## config.mk

```make
export PLATFORM = sky130hd
export DESIGN_NAME = regfile_wb_arb
export DESIGN_NICKNAME = d
export VERILOG_FILES = /design/src/rtl/regfile_wb_arb_pkg.sv /design/src/rtl/regfile_wb_arb_scoreboard.sv /design/src/rtl/regfile_wb_arb.sv
export SDC_FILE = /design/constraint.sdc
export NUM_CORES = 1
export LEC_CHECK = 0
export CORE_MARGIN = 4
export CORE_UTILIZATION = 47
export CTS_CLUSTER_DIAMETER = 80
export DETAILED_ROUTE_END_ITERATION = 8
export PLACE_DENSITY = 0.9
export SLEW_MARGIN = 10
export SYNTH_ARGS = -nofsm -noshare
export SYNTH_HDL_FRONTEND = slang
export SYNTH_SLANG_ARGS = --single-unit
export TNS_END_PERCENT = 5
```

## constraint.sdc

```tcl
create_clock -name clk -period 4.5 [get_ports clk]
set_clock_uncertainty 0.15 [all_clocks]
set_input_delay 0.45 -clock clk [delete_from_list [all_inputs] [get_ports clk]]
set_output_delay 0.45 -clock clk [all_outputs]
set_load 0.005 [all_outputs]
```

## src/rtl/regfile_wb_arb_pkg.sv

```systemverilog
// Shared CPU register-file package.
// Holds the register-file geometry used by the writeback arbiter, the
// scoreboard and the register file itself, plus the writeback source type
// that tells the scoreboard which commits retire an outstanding MDU op.
package regfile_wb_arb_pkg;

  localparam int REG_ADDR_W = 5;
  localparam int DATA_W     = 32;
  localparam int NUM_REGS   = 32;
  localparam int STARVE_W   = 4;

  // Origin of the write currently held in the output register.
  typedef enum logic [1:0] {
    SRC_NONE = 2'd0,
    SRC_PIPE = 2'd1,
    SRC_MDU  = 2'd2
  } wb_src_e;

endpackage

```

## src/rtl/regfile_wb_arb_scoreboard.sv

```systemverilog
// Pending-write scoreboard for the register file.
// A bit is set when an MDU operation issues to a register and cleared when
// that MDU result commits. Decode stalls on any source or issue destination
// whose register still has an MDU write outstanding.
// Ports:
//   clk, rst         clock and synchronous active-high reset
//   set_en, set_wa   MDU issue: mark set_wa pending
//   clr_en, clr_wa   MDU commit: clear clr_wa
//   ra1, ra2         decode source registers
//   busy             pending bit per register (bit 0 always 0)
//   stall            combinational decode hazard
module regfile_scoreboard
  import regfile_wb_arb_pkg::*;
(
  input  logic                  clk,
  input  logic                  rst,
  input  logic                  set_en,
  input  logic [REG_ADDR_W-1:0] set_wa,
  input  logic                  clr_en,
  input  logic [REG_ADDR_W-1:0] clr_wa,
  input  logic [REG_ADDR_W-1:0] ra1,
  input  logic [REG_ADDR_W-1:0] ra2,
  output logic [NUM_REGS-1:0]   busy,
  output logic                  stall
);

  logic [NUM_REGS-1:0] busy_q, busy_d;

  // Clear is applied before set so a same-edge issue to the register being
  // retired leaves it pending (the new op has not completed yet).
  always_comb begin
    busy_d = busy_q;
    if (clr_en) begin
      busy_d[clr_wa] = 1'b0;
    end
    if (set_en && (set_wa != '0)) begin
      busy_d[set_wa] = 1'b1;
    end
    busy_d[0] = 1'b0;
    if (rst) begin
      busy_d = '0;
    end
  end

  always_ff @(posedge clk) begin
    busy_q <= busy_d;
  end

  assign busy = busy_q;

  // r0 is hardwired so it never creates a hazard; a new issue to a register
  // that is already pending would otherwise lose track of the older op.
  assign stall = ((ra1 != '0) && busy_q[ra1]) ||
                 ((ra2 != '0) && busy_q[ra2]) ||
                 (set_en && (set_wa != '0) && busy_q[set_wa]);

endmodule

```

## src/rtl/regfile_wb_arb.sv

```systemverilog
// Register-file writeback arbiter.
// Merges pipeline and multiply/divide-unit writebacks onto the single
// register-file write port. The pipe normally wins; an MDU request held off
// for STARVE_MAX consecutive cycles is forced through. The granted write is
// registered onto rf_we/rf_wa/rf_wd, and a scoreboard tracks MDU results
// still in flight.
// Ports:
//   clk, rst                   clock and synchronous active-high reset
//   pipe_valid/wa/wd, pipe_ready   pipeline writeback handshake
//   mdu_valid/wa/wd, mdu_ready     MDU writeback handshake
//   iss_valid, iss_wa          MDU issue (marks destination pending)
//   ra1, ra2                   decode source registers
//   rf_we, rf_wa, rf_wd        registered register-file write port
//   busy                       pending-write scoreboard
//   stall                      combinational decode hazard
module regfile_wb_arb
  import regfile_wb_arb_pkg::*;
#(
  parameter int STARVE_MAX = 4
) (
  input  logic                  clk,
  input  logic                  rst,
  input  logic                  pipe_valid,
  input  logic [REG_ADDR_W-1:0] pipe_wa,
  input  logic [DATA_W-1:0]     pipe_wd,
  output logic                  pipe_ready,
  input  logic                  mdu_valid,
  input  logic [REG_ADDR_W-1:0] mdu_wa,
  input  logic [DATA_W-1:0]     mdu_wd,
  output logic                  mdu_ready,
  input  logic                  iss_valid,
  input  logic [REG_ADDR_W-1:0] iss_wa,
  input  logic [REG_ADDR_W-1:0] ra1,
  input  logic [REG_ADDR_W-1:0] ra2,
  output logic                  rf_we,
  output logic [REG_ADDR_W-1:0] rf_wa,
  output logic [DATA_W-1:0]     rf_wd,
  output logic [NUM_REGS-1:0]   busy,
  output logic                  stall
);

  localparam logic [STARVE_W-1:0] STARVE_LIM = STARVE_W'(STARVE_MAX);

  logic [STARVE_W-1:0]   starve_q, starve_d;
  logic                  rf_we_q, rf_we_d;
  logic [REG_ADDR_W-1:0] rf_wa_q, rf_wa_d;
  logic [DATA_W-1:0]     rf_wd_q, rf_wd_d;
  wb_src_e               src_q, src_d;

  wb_src_e               grant_src;
  logic [REG_ADDR_W-1:0] grant_wa;
  logic [DATA_W-1:0]     grant_wd;

  // Ready is purely a function of this cycle's valids and the starvation
  // count, so a lone requester is granted with no bubble.
  always_comb begin
    pipe_ready = 1'b0;
    mdu_ready  = 1'b0;
    if (!rst) begin
      if (mdu_valid && (starve_q == STARVE_LIM)) begin
        mdu_ready = 1'b1;
      end else if (pipe_valid) begin
        pipe_ready = 1'b1;
      end else if (mdu_valid) begin
        mdu_ready = 1'b1;
      end
    end
  end

  // Select the granted request and form the next output-register contents.
  // A write to r0 is accepted but never reaches the register file, and the
  // address/data registers keep their last real write.
  always_comb begin
    grant_src = SRC_NONE;
    grant_wa  = pipe_wa;
    grant_wd  = pipe_wd;
    if (pipe_valid && pipe_ready) begin
      grant_src = SRC_PIPE;
    end else if (mdu_valid && mdu_ready) begin
      grant_src = SRC_MDU;
      grant_wa  = mdu_wa;
      grant_wd  = mdu_wd;
    end

    rf_we_d = 1'b0;
    rf_wa_d = rf_wa_q;
    rf_wd_d = rf_wd_q;
    src_d   = SRC_NONE;
    if ((grant_src != SRC_NONE) && (grant_wa != '0)) begin
      rf_we_d = 1'b1;
      rf_wa_d = grant_wa;
      rf_wd_d = grant_wd;
      src_d   = grant_src;
    end

    // The count only grows while the MDU is actually waiting.
    starve_d = starve_q;
    if (!mdu_valid || mdu_ready) begin
      starve_d = '0;
    end else if (starve_q < STARVE_LIM) begin
      starve_d = starve_q + 1'b1;
    end

    if (rst) begin
      rf_we_d  = 1'b0;
      rf_wa_d  = '0;
      rf_wd_d  = '0;
      src_d    = SRC_NONE;
      starve_d = '0;
    end
  end

  always_ff @(posedge clk) begin
    starve_q <= starve_d;
    rf_we_q  <= rf_we_d;
    rf_wa_q  <= rf_wa_d;
    rf_wd_q  <= rf_wd_d;
    src_q    <= src_d;
  end

  assign rf_we = rf_we_q;
  assign rf_wa = rf_wa_q;
  assign rf_wd = rf_wd_q;

  // Only MDU commits retire a pending entry; pipe writes to a pending
  // register leave the outstanding MDU op tracked.
  regfile_scoreboard u_scoreboard (
    .clk    (clk),
    .rst    (rst),
    .set_en (iss_valid),
    .set_wa (iss_wa),
    .clr_en (rf_we_q && (src_q == SRC_MDU)),
    .clr_wa (rf_wa_q),
    .ra1    (ra1),
    .ra2    (ra2),
    .busy   (busy),
    .stall  (stall)
  );

endmodule

```

==> results.sh, run 1 <==
export IMPL_internal_power_mw=1.257
export IMPL_cts_tree="built"
export IMPL_holdWs_ps=347.4
export IMPL_arrival_ps=3160
export IMPL_finalWirelength_mm=13.79
export IMPL_path_clk_slew_ps=70
export IMPL_yosysWarnings=0
export IMPL_core_um2=8678
export IMPL_dpl_worst_slack_ps=739.6
export IMPL_layout_commonest_cell="clkdlybuf4s50_1"
export IMPL_grt_antenna_before_repair=0
export IMPL_io_buffers=165
export IMPL_syn_nets=543
export IMPL_p_leak_nw=2.055
export IMPL_wl_met2_mm=6.602
export IMPL_ys_ff_latch=75
export IMPL_cp_common_cell="clkdlybuf4s50_1"
export IMPL_rows=34
export IMPL_fmax_mhz=266.1
export IMPL_clkSinkCount=75
export IMPL_critical_path_required_ps=3900
export IMPL_power_frac_comb=0.192
export IMPL_area_growth_pct=45.63
export IMPL_clockBufferDepth=2
export IMPL_layout_common_cells="clkdlybuf4s50_1 (164), dfxtp_1 (75), nor2_1 (52)"
export IMPL_fin_util=0.6985
export IMPL_syn_area_um2=4163
export IMPL_synth_area_leaders="dfxtp_1 (36%), mux2i_1 (10%), mux4_2 (9.7%)"
export IMPL_syn_inst=447
export IMPL_post_dp_hpwl_mm=10.38
export IMPL_totalPowerFinal_mw=1.691
export IMPL_dr_pass1_iters=6
export IMPL_critPathCaptureType="primary output"
export IMPL_met3WireLength_mm=1.777
export IMPL_power_switching_uw=434.4
export IMPL_cts_htree_levels=3
export IMPL_layout_setup_ws_ps=741.4
export IMPL_async_reset_ff_frac=0
export IMPL_placed_cells=688
export IMPL_synth_ff_type="dfxtp_1"
export IMPL_drcViolationCount=0
export IMPL_drive_above_1_share=0.1225
export IMPL_slew_headroom=0.2838
export IMPL_hold_viol=0
export IMPL_wl_per_cell_um=19.59
export IMPL_grt_setup_unrepaired="false"
export IMPL_diodes=0
export IMPL_dieWidth_um=102.1
export IMPL_place_area_um2=5816
export IMPL_cpMaxStageDelayCell="clkdlybuf4s50_1"
export IMPL_start_util=0.4797
export IMPL_path_buf_inv=2
export IMPL_grt_pass1_wl_mm=21.62
export IMPL_final_nets=687
export IMPL_cap_viol_max_count=0
export IMPL_p_clk_frac=0.379
export IMPL_num_vias=4234
export IMPL_highest_layer="met4"
export IMPL_outcome="finished, final reports clean"
export IMPL_crit_chain="clkdlybuf4s50_1, mux2_2, a32o_1, a2111oi_2, a31oi_1, o211ai_1, nand4_1, clkdlybuf4s50_1"
export IMPL_grt_max_degree=74
export IMPL_crit_fanout=15
export IMPL_routed_via_density=6.014
export IMPL_powerDensity_nw_per_um2=279.0
export IMPL_ioPinCount=167
export IMPL_post_cts_buffers=0
export IMPL_fill_cells=631
export IMPL_grt_pass1_vias=4293
export IMPL_finalNonFillerCells=704
export IMPL_min_path_type="reg2reg"
export IMPL_start_kind="primary input"
export IMPL_ir_drop_uv=205.2
export IMPL_grt_total_usage=0.2671
export IMPL_cts_resized=0
export IMPL_dieArea_um2=10430
export IMPL_swShare=0.2568
export IMPL_period_share=0.8352
export IMPL_seqPwrFrac=0.429
export IMPL_clk_latency_ps=360
export IMPL_cts_buffers=9
export IMPL_critPathMaxStageDelay_ps=840
export IMPL_maxSlewViolCount=0
export IMPL_yosysTopAreaCell="dfxtp_1"
export IMPL_die_y_um=102.1
export IMPL_ant_nets=0
export IMPL_clockRootBuffer="clkbuf_8"
export IMPL_seq_area_frac_synth=0.3607
export IMPL_setup_viol=0
export IMPL_critical_path_top_delay_family="buffers and inverters"
export IMPL_yosysUniqueCellTypes=46
export IMPL_crit_type="in2out"
export IMPL_worst_pin_slew_ps=1059
export IMPL_tns_ps=0
export IMPL_synth_edf_count=0
export IMPL_design_area_um2=6062
export IMPL_synth_area_per_cell_um2=9.313
export IMPL_cts_hold_buf=0
export IMPL_grt_overflow=0
export IMPL_dr_first_iter_drc_count=335
export IMPL_gp_congestion=1.003
export IMPL_wl_met1_mm=4.892
export IMPL_period_minus_slack_ps=3759
export IMPL_synth_top_area_share=0.3607
area by class of cell:
type / instances / area [µm²] / area share
multi-input combinational: 326 / 2457 / 0.4054
tap: 108 / 135.1 / 0.02229
sequential: 75 / 1501 / 0.2477
inverter: 8 / 30.03 / 0.004954
timing repair buffer: 171 / 1692 / 0.2791
clock buffer: 9 / 123.9 / 0.02043
clock inverter: 7 / 122.6 / 0.02023
Yosys cell counts (2+ instances only):
cell type	count
mux2i_1	43
or4_1	2
clkbuf_1	15
a311oi_1	2
nor3b_1	4
nor2_1	52
o31ai_1	2
ha_1	2
buf_2	19
a211oi_2	19
nand3b_1	7
a22oi_1	4
dfxtp_1	75
o21ai_0	30
a31oi_1	2
mux2_2	8
inv_1	8
a2111oi_0	2
nand2_1	40
nand2b_1	5
a211oi_1	18
and3_1	3
mux4_2	18
and3b_1	2
buf_4	4
nand3_1	6
a21oi_1	36
worst paths after layout:
check / start / endpoint / slack, ps / depth (start not counted)
setup / recovery: iss_wa[1] / stall / 740 / 8
hold / removal: rf_wd[15] / rf_wd[15] / 350 / 2
setup reg to reg: starve_q[0] / rf_wd[27] / 1790 / 9
hold reg to reg: rf_wd[15] / rf_wd[15] / 350 / 2
power by group through the flow:
| stage | clock network (mW) | logic [mW] | registers [mW] |
|---|---|---|---|
| 3_5_place_dp | 0 | 0.324 | 0.741 |
| 3_3_place_gp | 0 | 0.318 | 0.739 |
| 2_1_floorplan | 0 | 0.152 | 0.732 |
| 4_1_cts | 0.649 | 0.326 | 0.726 |
| 5_1_grt | 0.677 | 0.352 | 0.731 |
| 6_report | 0.640 | 0.325 | 0.726 |
sequential cells by signal, indices dropped and copies added, names as in the netlist:
register and flops:
rf_we 1, starve_q 4, rf_wd 32, src_q 2, u_scoreboard.busy 31, rf_wa 5
kinds of logic after synthesis:
group                    count (synthesis)  share of synthesized area
XOR/XNOR                                 1                   0.002104
buffers and inverters                   46                    0.05080
multiplexers                            70                     0.2260
other                                    1                  0.0009008
AO/OA/AOI/OAI                          122                     0.2071
flip-flops                              75                     0.3607
AND/OR/NAND/NOR                        130                     0.1464
adder cells (fa/ha/maj)                  2                   0.006010
routing by layer:
| metal | vias up | global-route usage |
|---|---|---|
| li1 | 1940 | - |
| met1 | 1974 | 0.3118 |
| met2 | 268 | 0.4378 |
| met3 | 52 | 0.08123 |
| met4 | 0 | 0.1483 |
| met5 | - | 0 |
worst min-delay path: stages (launching register included):
cell	delay, ps
dfxtp_1	310
nor2_1	90
a211oi_1	50
(Power assumes the default switching activity.)
==> run 2, diff against run 1 <==
CORE_UTILIZATION = 40   (was 47)
PLACE_DENSITY = 0.82   (was 0.9)
clock period = 3.1 ns   (was 4.5 ns; I/O delays follow)
==> run 2 against run 1 <==
  * First-iteration DRC count down 19%
  * Worst hold slack worse by 270 ps
  * Register-to-register slack worse by 1100 ps
  * Largest power group unchanged
  * Utilization down 7.7 points
  * Via count down 1.1%
  * Die area up 16%
  * Cell count up 6.3%
  * Clock-buffer cell count up 4
  * Critical endpoint unchanged
  * Critical path depth unchanged
  * Sequential share of layout area down 0.51 points
==> results.sh, run 2 (synthesis results as in run 1) <==
export IMPL_finalWirelength_mm=13.77
export IMPL_grt_pass1_vias=4214
export IMPL_fill_cells=832
export IMPL_crit_chain="clkdlybuf4s50_1, mux2_2, a32o_1, a2111oi_2, a31oi_1, o211ai_1, nand4_1, dlymetal6s2s_1"
export IMPL_critical_path_top_delay_family="compound AO/OA/AOI/OAI gates"
export IMPL_path_buf_inv=2
export IMPL_path_depth=8
export IMPL_grt_pass1_wl_mm=21.31
export IMPL_drive_above_1_share=0.1447
export IMPL_hold_viol=0
export IMPL_dieWidth_um=110.0
export IMPL_layout_common_cells="clkdlybuf4s50_1 (160), dfxtp_1 (75), nor2_1 (52)"
export IMPL_critPathCaptureType="primary output"
export IMPL_ir_drop_uv=245.1
export IMPL_dieArea_um2=12100
export IMPL_ant_nets=0
export IMPL_setup_viol=0
export IMPL_maxSlewViolCount=0
export IMPL_outcome="finished, final reports clean"
export IMPL_critical_path_required_ps=2640
export IMPL_die_y_um=110.0
export IMPL_start_kind="primary input"
export IMPL_critPathMaxStageDelay_ps=510
export IMPL_cts_tree="built"
export IMPL_period_share=0.8791
export IMPL_rows=36
export IMPL_fmax_mhz=366.9
export IMPL_finalNonFillerCells=748
export IMPL_worst_pin_slew_ps=777.1
export IMPL_start_util=0.4182
export IMPL_arrival_ps=2270
export IMPL_num_vias=4187
export IMPL_worstRegToRegCells=9
export IMPL_clockBufferDepth=2
export IMPL_totalPowerFinal_mw=2.185
export IMPL_dr_first_iter_drc_count=272
export IMPL_largest_reg_flops=32
export IMPL_layout_commonest_cell="clkdlybuf4s50_1"
export IMPL_grt_setup_unrepaired="false"
export IMPL_clockRootBuffer="clkbuf_8"
export IMPL_grt_max_degree=65
export IMPL_ioPinCount=167
export IMPL_cpMaxStageDelayCell="clkdlybuf4s50_1"
export IMPL_core_um2=9955
export IMPL_crit_fanout=2
export IMPL_cts_buffers=9
export IMPL_grt_total_usage=0.2308
export IMPL_period_minus_slack_ps=2725
export IMPL_area_growth_pct=48.66
export IMPL_drcViolationCount=0
export IMPL_final_nets=706
export IMPL_io_buffers=165
export IMPL_dr_pass1_iters=5
export IMPL_hold_depth=2
export IMPL_post_cts_buffers=0
export IMPL_cts_htree_levels=3
export IMPL_wl_per_cell_um=18.41
export IMPL_register_area_um2=1501
export IMPL_cap_viol_max_count=0
export IMPL_diodes=0
export IMPL_post_dp_hpwl_mm=10.79
export IMPL_gp_congestion=0.9675
export IMPL_path_clk_slew_ps=70
export IMPL_multi_input_area_um2=2464
export IMPL_grt_antenna_before_repair=0
export IMPL_crit_type="in2out"
export IMPL_routed_via_density=5.598
export IMPL_min_path_type="in2reg"
export IMPL_clk_latency_ps=360
export IMPL_clkSinkCount=75
export IMPL_placed_cells=732
export IMPL_p_leak_nw=2.162
export IMPL_slew_headroom=0.4819
export IMPL_tns_ps=0
export IMPL_powerDensity_nw_per_um2=353.1
export IMPL_grt_overflow=0
==> run 2: cell count changes in the layout (fill, tap and decap cells not counted) <==
| cell | change |
|---|---|
| buf_4 | +16 |
| clkbuf_1 | +4 |
| clkdlybuf4s50_1 | -4 |
| dlymetal6s2s_1 | +4 |
| bufinv_16 | -3 |
| clkinv_2 | +3 |
| buf_12 | +2 |
| clkinvlp_4 | -2 |
| inv_6 | -2 |
| a2111oi_0 | -1 |
| a2111oi_2 | +1 |
| buf_6 | +1 |
==> run 2: where the power goes <==
group          total [mW]  leakage, nW  switching [mW]  internal [mW]
combinational       0.498         1.47           0.206          0.293
sequential           1.05        0.614          0.0427           1.01
clock               0.633       0.0812           0.346          0.288
total                2.19         2.16           0.594           1.59
==> run 2: per-stage QoR <==
| stage | hold WS, ps | util | worst slack [ps] | cell area [µm²] |
|---|---|---|---|---|
| floorplan | 311.3 | - | 935.1 | 4163 |
| finish | 75.83 | 0.6217 | 374.8 | 6188 |
| CTS | 65.51 | 0.6197 | 52.10 | 6168 |
| global placement | 331.2 | 0.6042 | 60.01 | 6015 |
| detailed placement | 340.8 | 0.6042 | 50.76 | 6015 |
| global route | 84.90 | 0.6217 | 254.0 | 6188 |
==> run 2: path summary, 6_finish.rpt <==
check | start | endpoint | slack [ps]
setup / recovery | iss_wa[1] | stall | 370
hold reg to reg | rf_wd[3] | rf_wd[3] | 350
hold / removal | rst | rf_wd[3] | 80
setup reg to reg | starve_q[0] | rf_wd[2] | 740
==> run 2: cell type report <==
class	instances	share of cell area
inverter	8	0.004852
multi-input combinational	326	0.3981
timing repair buffer	190	0.3027
sequential	75	0.2426
clock buffer	13	0.02244
clock inverter	3	0.002426
tap	133	0.02689
==> run 2: metal layers <==
| layer | GRT usage | vias to the layer above | wire [µm] |
|---|---|---|---|
| li1 | - | 1970 | - |
| met1 | 0.2600 | 1930 | 4968 |
| met2 | 0.3917 | 251 | 6709 |
| met3 | 0.07338 | 36 | 1697 |
| met4 | 0.1158 | 0 | 398 |
| met5 | 0 | - | 0 |
==> run 2: timing repair <==
| action | CTS | global route |
|---|---|---|
| resized for setup | 0 | 7 |
| setup endpoints to repair | 0 | 1 |
| hold buffers | 0 | 0 |
